$ cat config.mk
export PLATFORM = sky130hd
export DESIGN_NAME = vga_sync_decoder
export DESIGN_NICKNAME = d
export VERILOG_FILES = /design/src/rtl/vga_sync_decoder.sv
export SDC_FILE = /design/constraint.sdc
export NUM_CORES = 1
export LEC_CHECK = 0
export BUFFER_PORTS_ARGS = -buffer_cell sky130_fd_sc_hd__buf_2
export CORE_MARGIN = 3
export CORE_UTILIZATION = 50
export DETAILED_ROUTE_END_ITERATION = 10
export PLACE_DENSITY = 0.78
export SETUP_SLACK_MARGIN = 0.1
export SYNTH_ARGS = -nofsm -noshare
export SYNTH_HDL_FRONTEND = slang
export SYNTH_SLANG_ARGS = --single-unit
$ cat constraint.sdc
create_clock -name clk -period 3 [get_ports clk]
set_input_delay 0.3 -clock clk [delete_from_list [all_inputs] [get_ports clk]]
set_output_delay 0.3 -clock clk [all_outputs]
set_load 0.005 [all_outputs]
$ cat src/rtl/vga_sync_decoder.sv
// Rebuilds VGA pixel coordinates from hsync/vsync/p_tick and tracks lock by
// checking line period, hsync width and frame length against the timing parameters.
//
// state  | meaning
// SEARCH | waiting for the first hsync rise
// HLINE  | one hsync rise seen, measuring a full line period
// VWAIT  | line period good, waiting for the first vsync rise
// VFRAME | measuring a full frame between vsync rises
// LOCKED | line and frame timing confirmed, outputs valid
module vga_sync_decoder #(
  parameter int H_DISPLAY    = 640,
  parameter int H_SYNC_START = 656,
  parameter int H_RETRACE    = 96,
  parameter int H_TOTAL      = 800,
  parameter int V_DISPLAY    = 480,
  parameter int V_SYNC_START = 513,
  parameter int V_TOTAL      = 525
) (
  input  logic       clk,
  input  logic       reset,
  input  logic       p_tick,
  input  logic       hsync,
  input  logic       vsync,
  output logic [9:0] pixel_x,
  output logic [9:0] pixel_y,
  output logic       video_on,
  output logic       locked,
  output logic       frame_start,
  output logic       sync_err
);

  typedef enum logic [2:0] {
    SEARCH = 3'd0,
    HLINE  = 3'd1,
    VWAIT  = 3'd2,
    VFRAME = 3'd3,
    LOCKED = 3'd4
  } state_t;

  localparam logic [9:0] H_DISP   = 10'(H_DISPLAY);
  localparam logic [9:0] H_SS1    = 10'(H_SYNC_START + 1);
  localparam logic [9:0] H_RET    = 10'(H_RETRACE);
  localparam logic [9:0] H_TOT    = 10'(H_TOTAL);
  localparam logic [9:0] H_LAST   = 10'(H_TOTAL - 1);
  localparam logic [9:0] V_DISP   = 10'(V_DISPLAY);
  localparam logic [9:0] V_SS     = 10'(V_SYNC_START);
  localparam logic [9:0] V_TOT    = 10'(V_TOTAL);
  localparam logic [9:0] V_LAST   = 10'(V_TOTAL - 1);
  localparam logic [9:0] CNT_MAX  = 10'd1023;

  state_t     state, state_next;
  logic       hs_prev, vs_prev;
  logic [9:0] line_cnt, hw_cnt, fl_cnt;
  logic [9:0] h_next, v_next;
  logic       hs_rise, hs_fall, vs_rise;
  logic       period_ok, width_ok, frame_ok;
  logic       err;

  assign hs_rise   = p_tick & hsync & ~hs_prev;
  assign hs_fall   = p_tick & ~hsync & hs_prev;
  assign vs_rise   = p_tick & vsync & ~vs_prev;
  assign period_ok = (line_cnt == H_TOT);
  assign width_ok  = (hw_cnt == H_RET);
  assign frame_ok  = (fl_cnt == V_TOT);

  always_comb begin
    h_next = pixel_x;
    if (hs_rise)
      h_next = H_SS1;
    else if (p_tick)
      h_next = (pixel_x == H_LAST) ? 10'd0 : pixel_x + 10'd1;
  end

  // vsync realignment wins over the end-of-line row advance
  always_comb begin
    v_next = pixel_y;
    if (vs_rise)
      v_next = V_SS;
    else if (p_tick && pixel_x == H_LAST)
      v_next = (pixel_y == V_LAST) ? 10'd0 : pixel_y + 10'd1;
  end

  always_comb begin
    state_next = state;
    err        = 1'b0;
    if (state == SEARCH) begin
      if (hs_rise)
        state_next = HLINE;
    end else if (line_cnt == CNT_MAX) begin
      err        = 1'b1;
      state_next = SEARCH;
    end else if (hs_rise && !period_ok) begin
      err        = 1'b1;
      state_next = HLINE;
    end else if (hs_fall && !width_ok) begin
      err        = 1'b1;
      state_next = HLINE;
    end else begin
      unique case (state)
        HLINE:   if (hs_rise) state_next = VWAIT;
        VWAIT:   if (vs_rise) state_next = VFRAME;
        VFRAME: begin
          if (vs_rise) begin
            if (frame_ok) state_next = LOCKED;
            else          err        = 1'b1;
          end
        end
        LOCKED: begin
          if (vs_rise && !frame_ok) begin
            err        = 1'b1;
            state_next = VFRAME;
          end
        end
        default: state_next = SEARCH;
      endcase
    end
  end

  always_ff @(posedge clk) begin
    if (reset) state <= SEARCH;
    else       state <= state_next;
  end

  always_ff @(posedge clk) begin
    if (reset) begin
      hs_prev     <= 1'b0;
      vs_prev     <= 1'b0;
      line_cnt    <= 10'd0;
      hw_cnt      <= 10'd0;
      fl_cnt      <= 10'd0;
      pixel_x     <= 10'd0;
      pixel_y     <= 10'd0;
      video_on    <= 1'b0;
      locked      <= 1'b0;
      frame_start <= 1'b0;
      sync_err    <= 1'b0;
    end else begin
      if (p_tick) begin
        hs_prev <= hsync;
        vs_prev <= vsync;
      end

      if (hs_rise)
        line_cnt <= 10'd1;
      else if (p_tick && line_cnt != CNT_MAX)
        line_cnt <= line_cnt + 10'd1;

      if (hs_rise)
        hw_cnt <= 10'd1;
      else if (p_tick && hsync)
        hw_cnt <= hw_cnt + 10'd1;

      // a vsync rise coinciding with an hsync rise already counts that line
      if (vs_rise)
        fl_cnt <= hs_rise ? 10'd1 : 10'd0;
      else if (hs_rise)
        fl_cnt <= fl_cnt + 10'd1;

      pixel_x     <= h_next;
      pixel_y     <= v_next;
      locked      <= (state_next == LOCKED);
      video_on    <= (state_next == LOCKED) && (h_next < H_DISP) && (v_next < V_DISP);
      frame_start <= (state_next == LOCKED) && (h_next == 10'd0) && (v_next == 10'd0) &&
                     ((pixel_x != 10'd0) || (pixel_y != 10'd0));
      sync_err    <= err;
    end
  end

endmodule

# Word-level counts from Yosys, hierarchy flattened
# Cells that the tools add are included.
# word_totals
register_bits	59
out_inout_bits	24
elab_cells	98
# op_classes
addsub	5
order_cmp	2
n_eq_ne	12
muxes	31
bitwise	9
reduce_logical	25
# ops
op	count
$mux 10	8
$add 10x1->10 const B	5
$eq 10x10->1 const B	5
$mux 3	10
$logic_not 10->1	2
$reduce_bool 10->1	2
$pmux 3 s4	1
$logic_and 1x1->1	11
$mux 1	11
$eq 10x7->1 const B	1
$lt 10x10->1 const B	1
$lt 10x9->1 const B	1
$ne 10x10->1 const B	1
$and 1x1->1	6
$eq 3x2->1 const B	2
$eq 3x3->1 const B	2
$reduce_bool 2->1	3
$reduce_or 2->1	2
$eq 3x1->1 const B	1
$logic_not 1->1	3
$logic_not 3->1	1
$not 1->1	3
$pmux 1 s2	1
$logic_or 1x1->1	1

# Depth between registers and ports, before layout
# Gate-level depths: netlist of the first run.
# depth
word_depth	13
ltp_mapped	9

# Least setup slack after synthesis of the first run
# OpenSTA, ideal clock, no wires.
# synth_path
path_type	register -> register
from	reg pixel_x[5]
to	reg frame_start
setup_time_ps	103
arrival_time_ps	2484
required_time_ps	2897
path_slack_ps	413
stages_incl_launch_ff	9
n_path_buf	2
cell_sequence	dfxtp_1 -> buf_6 -> or3_1 -> buf_6 -> nor4_1 -> mux2_2 -> o21ai_0 -> nand2_1 -> a2111oi_2
# synth_between
elab_chain_len	8
word_cells_on_any_way	15
cone_classes	add/sub: 1; eq/ne: 1; mux: 5; reduce/logical: 8
# synth_rtl
element	line	rtl
start: declaration	24	output logic [9:0] pixel_x,
start signal: assignment	159	pixel_x <= h_next;
$add 10x1->10 or $eq 10x10->1 (tied branches)	71, 79	
$mux 10	71	h_next = (pixel_x == H_LAST) ? 10'd0 : pixel_x + 10'd1;
$mux 10	70	else if (p_tick)
$mux 10	68	if (hs_rise)
$logic_not 10->1	163	frame_start <= (state_next == LOCKED) && (h_next == 10'd0) && (v_next == 10'd0) &&
$logic_and 1x1->1 (2 in a row)	163	
$logic_and 1x1->1 (*)	163	
end signal: assignment	163	
end: declaration	28	output logic frame_start,
# Every way passes the cells marked *; elsewhere a longest branch is shown, timed or not.
# A chain may end at the register's enable or synchronous reset.

# Worst setup path after layout of the first run
# layout_path
from	reg pixel_x[1]
to	reg frame_start
# The elaborated chain is that of the path after synthesis.

==> metrics.txt, run 1 <==
vias in the first global route=2656; top post-synthesis cells by area=dfxtp_1 37%, xor2_1 7.1%, nor2_1 7.1%, ha_1 3.9%, nand2_1 3.5%; fmax=0.379 GHz; RR Endpoint=frame_start$_SDFF_PP0_; initial core utilization=52.6%; Tightest Pin Transition=0.505 ns; Post-synth EDFFs=0; All-Layer GR Usage=20.3%; first-pass GRT wire length=11.9 mm; area share of the largest cell type after synthesis=37.1%; Nets=428; CTS tree=yes; GPL Wtd Cong=0.906; Internal=1.17 mW; RR Startpoint=pixel_x[1]$_SDFF_PP0_; Cell Pwr Density=442 mW/mm2; fraction of registers with async set/reset=0%; pins over their slew limit=0; final sum of negative setup slack=0 ns; hpwl dp=5.10 mm; max_cap viols=0; PostCTS Resize Cnt=0; clock group share of total power=39.2%; # DRC=0; FF-to-FF path depth=7; via-per-instance ratio=5.75; Synth Area per Inst=8.23 um2; hold path endpoint=vs_prev$_SDFFE_PP0P_; commonest cells in the netlist=60 x nor2_1, 59 x dfxtp_1, 30 x nand2_1, 26 x xor2_1; clk_lat worst skew=0.34 ns; pin count of the biggest net entering global routing=21; ys flop type=dfxtp_1; CP Max Fanout=9; initial antenna violation count=0; status=finished clean; clk buf depth=2; hold_buf cts=0; reg-to-reg slack, setup=0.36 ns; Seq/Total Area, Yosys=37.1%; Worst Path Required=3.23 ns; yosys warns=0; CP arrival=2.87 ns; IO Port Bufs=28; syn nets=402; P_sw=0.394 mW; Util after Layout=58.3%; setup bufs post-CTS=0; Ports=29; CTS Buf Count=9; maximum VDD drop=0.266 mV; iteration-0 DRC count of the detailed router=140; Final min period=2.64 ns; Post-Syn Instances=387; count leader, synth=nor2_1; vias post-DR=2828; CP Launch Type=flip-flop; synthesized flop and latch total=59; final hold vios=0; Final ANT Viol Nets=0; hold depth=3; Hold/Removal Path Class=in2reg; fillers=554; die area=0.00737 mm2; die width=85.8 um; min-delay src=vsync; unrepaired setup endpoints after global routing=false; Core ar.=0.00606 mm2; Slew headroom=65.9%; drt total wl=7.09 mm; clk root buf=clkbuf_8; Reg clk slew, reported paths=0.06 ns; clock skew=0.00584 ns; Std-Cell Rows=28; Overflow after GRT=0; Net Sw Frac=25.2%; # setup viols final=0; Seq pwr share=52.4%; Die Y=85.8 um; Logic pwr share=8.4%; leakage power=1.35 nW; H-Tree Level Count=3; CTS Sinks=59; routed len/inst=14.4 um; fin crit share=88.0%; Netlist cell types=59; Pre-Repair DR Iteration Count=6; Yosys top cell by area=dfxtp_1; Cell Area, Synth=0.00319 mm2; n_diodes=0; share of cells above drive strength 1=13.9%; area grow syn2layout=11.0%; critical path type=reg2reg; Crit. End Element=flip-flop
## registers in the layout, summed over array words and instances, names as in the netlist
register / cells
pixel_y: 10
hs_prev: 1
hw_cnt: 10
locked: 1
sync_err: 1
pixel_x: 10
fl_cnt: 10
vs_prev: 1
frame_start: 1
line_cnt: 10
state: 3
video_on: 1
## worst max-delay path by stage
stage,startpoint,end,slack (ns),depth (start not counted)
3_5_place_dp,pixel_x[1]$_SDFF_PP0_,frame_start$_SDFF_PP0_,0.40,7
3_3_place_gp,pixel_x[6]$_SDFF_PP0_,frame_start$_SDFF_PP0_,0.53,6
4_1_cts,pixel_x[1]$_SDFF_PP0_,frame_start$_SDFF_PP0_,0.39,7
2_1_floorplan,pixel_x[5]$_SDFF_PP0_,frame_start$_SDFF_PP0_,0.41,8
5_1_grt,fl_cnt[0]$_SDFFE_PP0P_,frame_start$_SDFF_PP0_,0.15,7
6_report,pixel_x[1]$_SDFF_PP0_,frame_start$_SDFF_PP0_,0.36,7
## stage by stage
| step | power, mW | area, um2 | cells | setup slack [ns] | hold WS, ns |
|---|---|---|---|---|---|
| after global routing | 1.64 | 3540 | 492 | 0.153 | 0.260 |
| after floorplan | 0.926 | 3190 | 387 | 0.413 | 0.447 |
| after detailed placement | 0.966 | 3370 | 477 | 0.403 | 0.502 |
| after global placement | 0.962 | 3370 | 477 | 0.529 | 0.480 |
| after CTS | 1.58 | 3540 | 492 | 0.390 | 0.234 |
| final | 1.56 | 3540 | 492 | 0.359 | 0.240 |
## cell type report
type	count	area [um2]	share of cell area, %
multi-input cells	295	1860	52.5
repair buffers	35	193	5.45
flip-flops and latches	59	1180	33.4
well taps	75	93.8	2.65
clock buffers	13	149	4.21
inverters	13	48.8	1.38
clock inverters	2	12.5	0.354
## kinds of logic (layout without fill, tap and decap cells)
| logic type | after synthesis | count (layout) | synth area share [%] |
|---|---|---|---|
| adder cells (fa/ha/maj) | 10 | 10 | 3.93 |
| buffers and inverters | 33 | 63 | 4.60 |
| AND/OR/NAND/NOR | 186 | 186 | 30.4 |
| XOR/XNOR | 38 | 38 | 10.4 |
| AO/OA/AOI/OAI | 58 | 58 | 12.5 |
| multiplexers | 3 | 3 | 0.982 |
| flip-flops | 59 | 59 | 37.1 |
## worst max-delay path: stages (launching register included)
cell and delay, ns:
dfxtp_1 0.43, ha_1 0.36, nand2_1 0.19, or4_4 0.58
o31a_1 0.33, o21ai_2 0.18, o211ai_1 0.14, a2111oi_2 0.32
## routing by layer
| metal | global-route usage (%) | routed length (um) | part of all wire [%] |
|---|---|---|---|
| met3 | 7.30 | 440 | 6.2 |
| met2 | 32.5 | 3330 | 47 |
| met4 | 8.06 | 99 | 1.4 |
| met1 | 25.0 | 3210 | 45 |
| met5 | 0 | 0 | 0 |
## power by group through the flow
stage	clock [mW]	sequential (mW)	combinational (mW)
global placement	0	0.835	0.128
finish	0.612	0.819	0.132
detailed placement	0	0.836	0.130
global route	0.672	0.822	0.148
CTS	0.634	0.819	0.131
floorplan	0	0.831	0.0952
## layout by cell type (no fill, tap or decap), types with 3 or more instances in the layout
| cell type | synthesis | routed |
|---|---|---|
| a21oi_1 | 14 | 14 |
| a31oi_1 | 5 | 5 |
| and2_1 | 3 | 3 |
| and3_1 | 6 | 6 |
| and4_1 | 5 | 5 |
| buf_2 | 0 | 28 |
| buf_4 | 0 | 7 |
| clkbuf_1 | 15 | 3 |
| clkbuf_8 | 0 | 10 |
| dfxtp_1 | 59 | 59 |
| ha_1 | 10 | 10 |
| inv_1 | 13 | 13 |
| nand2_1 | 30 | 30 |
| nand2b_1 | 5 | 5 |
| nand3_1 | 15 | 15 |
| nand3b_1 | 4 | 4 |
| nand4_1 | 13 | 13 |
| nor2_1 | 60 | 60 |
| nor2b_1 | 4 | 4 |
| nor3_1 | 11 | 11 |
| nor4_1 | 10 | 10 |
| nor4b_1 | 4 | 4 |
| o211ai_1 | 3 | 3 |
| o21ai_0 | 13 | 13 |
| or3_1 | 3 | 3 |
| xnor2_1 | 12 | 12 |
| xor2_1 | 26 | 26 |
Note: power is estimated with default switching activity, not from simulation.
==> run 2, diff against run 1 <==
SETUP_SLACK_MARGIN = 0.4   (was 0.1)
==> run 2 against run 1 <==
Final cell count is the same. Sequential power is essentially flat. Highest routed layer unchanged. Sequential cell count unchanged. Maximum frequency increased by 7.3%. Clock power about the same. Worst hold slack improved by 0.0035 ns. Critical endpoint unchanged. Die area unchanged. Wire length grew 1.4%.
==> metrics.txt, run 2 (synthesized netlist as in run 1, its figures left out) <==
CP arrival=2.69 ns (-0.18 ns); iteration-0 DRC count of the detailed router=165 (+18%); Util after Layout=59.1% (+0.74 points); All-Layer GR Usage=20.3% (unchanged); pins over their slew limit=0 (unchanged); Overflow after GRT=0 (unchanged); setup bufs post-CTS=0 (unchanged); Crit. End Element=flip-flop; die area=0.00737 mm2 (unchanged); routed len/inst=14.6 um (+1.4%); area of placed instances=0.00337 mm2 (unchanged); # DRC=0 (unchanged); cells along the critical path=or3_4, or4_4, o31a_1, o21ai_2, o211ai_1, a2111oi_2; fillers=549 (-0.90%); critical path type=reg2reg; Buf/Inv on CP=0 (unchanged); Nets=428 (unchanged); Design Area, Final=0.00358 mm2 (+1.3%); Std-Cell Rows=28 (unchanged); hold path endpoint=vs_prev$_SDFFE_PP0P_; max_cap viols=0 (unchanged); Tightest Pin Transition=0.516 ns (+0.0117 ns); n_diodes=0 (unchanged); DP Cell Count=477 (unchanged); CP Launch Type=flip-flop; RR Endpoint=frame_start$_SDFF_PP0_; Final ANT Viol Nets=0 (unchanged); FF-to-FF path depth=6 (-1); most common cell after layout, fill and taps aside=nor2_1; unrepaired setup endpoints after global routing=false; largest delay contributor family on the critical path=compound AO/OA/AOI/OAI gates; Core ar.=0.00606 mm2 (unchanged); Pre-Repair DR Iteration Count=5 (-1); slowest CP cell=or4_4; die width=85.8 um (unchanged); initial core utilization=52.6% (unchanged); pin count of the biggest net entering global routing=21 (unchanged); CP Max Fanout=9 (unchanged); hold depth=3 (unchanged); RR Startpoint=pixel_x[6]$_SDFF_PP0_; fin crit share=82.0% (-6.0 points); CTS tree=yes; fmax=0.406 GHz (+7.3%); hold_buf cts=0 (unchanged); commonest non-fill, non-tap cells in the layout=60 x nor2_1, 54 x dfxtp_1, 30 x nand2_1; share of cells above drive strength 1=16.1% (+2.2 points); initial antenna violation count=0 (unchanged); Hold/Removal Path Class=in2reg; first-pass GRT wire length=11.9 mm (unchanged); Final min period=2.46 ns (-0.180 ns); Final Non-Filler Cells=492 (unchanged); # setup viols final=0 (unchanged); total power=1.57 mW (+0.35%); min-delay src=vsync; Worst Path Required=3.23 ns (about the same); DP Worst Slack=0.403 ns (unchanged); drt total wl=7.19 mm (+1.4%); clock skew=0.00535 ns (-0.000491 ns); area grow syn2layout=12.4%; clk buf depth=2 (unchanged); hpwl dp=5.10 mm (unchanged); CTS Sinks=59 (unchanged); final hold vios=0 (unchanged); via-per-instance ratio=5.75 (+0.11%); Worst Slack Setup Final=0.540 ns (+0.180 ns); Die Y=85.8 um (unchanged); CTS Buf Count=9 (unchanged); clk root buf=clkbuf_8; reg-to-reg slack, setup=0.54 ns (+0.18 ns); Fin Hold WS=0.244 ns (+0.00355 ns); Cell Pwr Density=438 mW/mm2 (-0.92%); maximum VDD drop=0.269 mV (+1.3%); Reg clk slew, reported paths=0.06 ns (about the same); vias post-DR=2831 (+0.11%); Ports=29 (unchanged); leakage power=1.35 nW (+0.57%); GPL Wtd Cong=0.906 (unchanged); IO Port Bufs=28 (unchanged); clk_lat worst skew=0.34 ns (about the same); Slew headroom=65.4% (-0.51 points); H-Tree Level Count=3 (unchanged); Largest stage delay, worst path=0.49 ns (-0.09 ns); vias in the first global route=2656 (unchanged); final sum of negative setup slack=0 ns (unchanged); status=finished clean
-- run 2: cell counts in the layout (fill, tap and decap cells not counted) --
Identical to the previous run, type by type.
-- run 2: repair_timing --
| item | 4_1_cts | 5_1_grt |
|---|---|---|
| pin swaps | 0 | 2 |
| hold endpoints to repair | 0 | 0 |
| setup endpoints to repair | 1 | 2 |
| resized for setup | 2 | 10 |
-- run 2: worst reg2reg max path: cells and delay by family (launching register included) --
family | cells | cell delay, ns
simple gates | 2 | 0.96
flops | 1 | 0.38
compound gates | 4 | 1.01
-- run 2: worst max-delay path by stage --
stage,slack (ns),to,start,cells past startpoint
2_1_floorplan,0.41,frame_start$_SDFF_PP0_,pixel_x[5]$_SDFF_PP0_,8
3_3_place_gp,0.53,frame_start$_SDFF_PP0_,pixel_x[6]$_SDFF_PP0_,6
3_5_place_dp,0.40,frame_start$_SDFF_PP0_,pixel_x[1]$_SDFF_PP0_,7
4_1_cts,0.45,frame_start$_SDFF_PP0_,fl_cnt[0]$_SDFFE_PP0P_,7
5_1_grt,0.40,frame_start$_SDFF_PP0_,fl_cnt[0]$_SDFFE_PP0P_,7
6_report,0.54,frame_start$_SDFF_PP0_,pixel_x[6]$_SDFF_PP0_,6
-- run 2: where the power goes --
group	total [mW]	switching, mW	internal (mW)
Clock	0.612	0.296	0.317
Combinational	0.135	0.0805	0.0544
Sequential	0.821	0.0212	0.800
-- run 2: layout make-up --
class | instances | area, um2 | share of cell area [%]
inverters | 13 | 48.8 | 1.36
repair buffers | 35 | 193 | 5.38
well taps | 75 | 93.8 | 2.62
clock buffers | 13 | 149 | 4.16
clock inverters | 2 | 12.5 | 0.349
multi-input cells | 295 | 1900 | 53.0
flip-flops and latches | 59 | 1190 | 33.2
-- run 2: metal layers --
| layer | wire length [um] | track usage, % | vias up | part of all wire [%] |
|---|---|---|---|---|
| li1 | - | - | 1421 | - |
| met1 | 3200 | 25.0 | 1316 | 44 |
| met2 | 3430 | 32.5 | 85 | 48 |
| met3 | 469 | 7.30 | 9 | 6.5 |
| met4 | 86 | 8.06 | 0 | 1.2 |
| met5 | 0 | 0 | - | 0 |
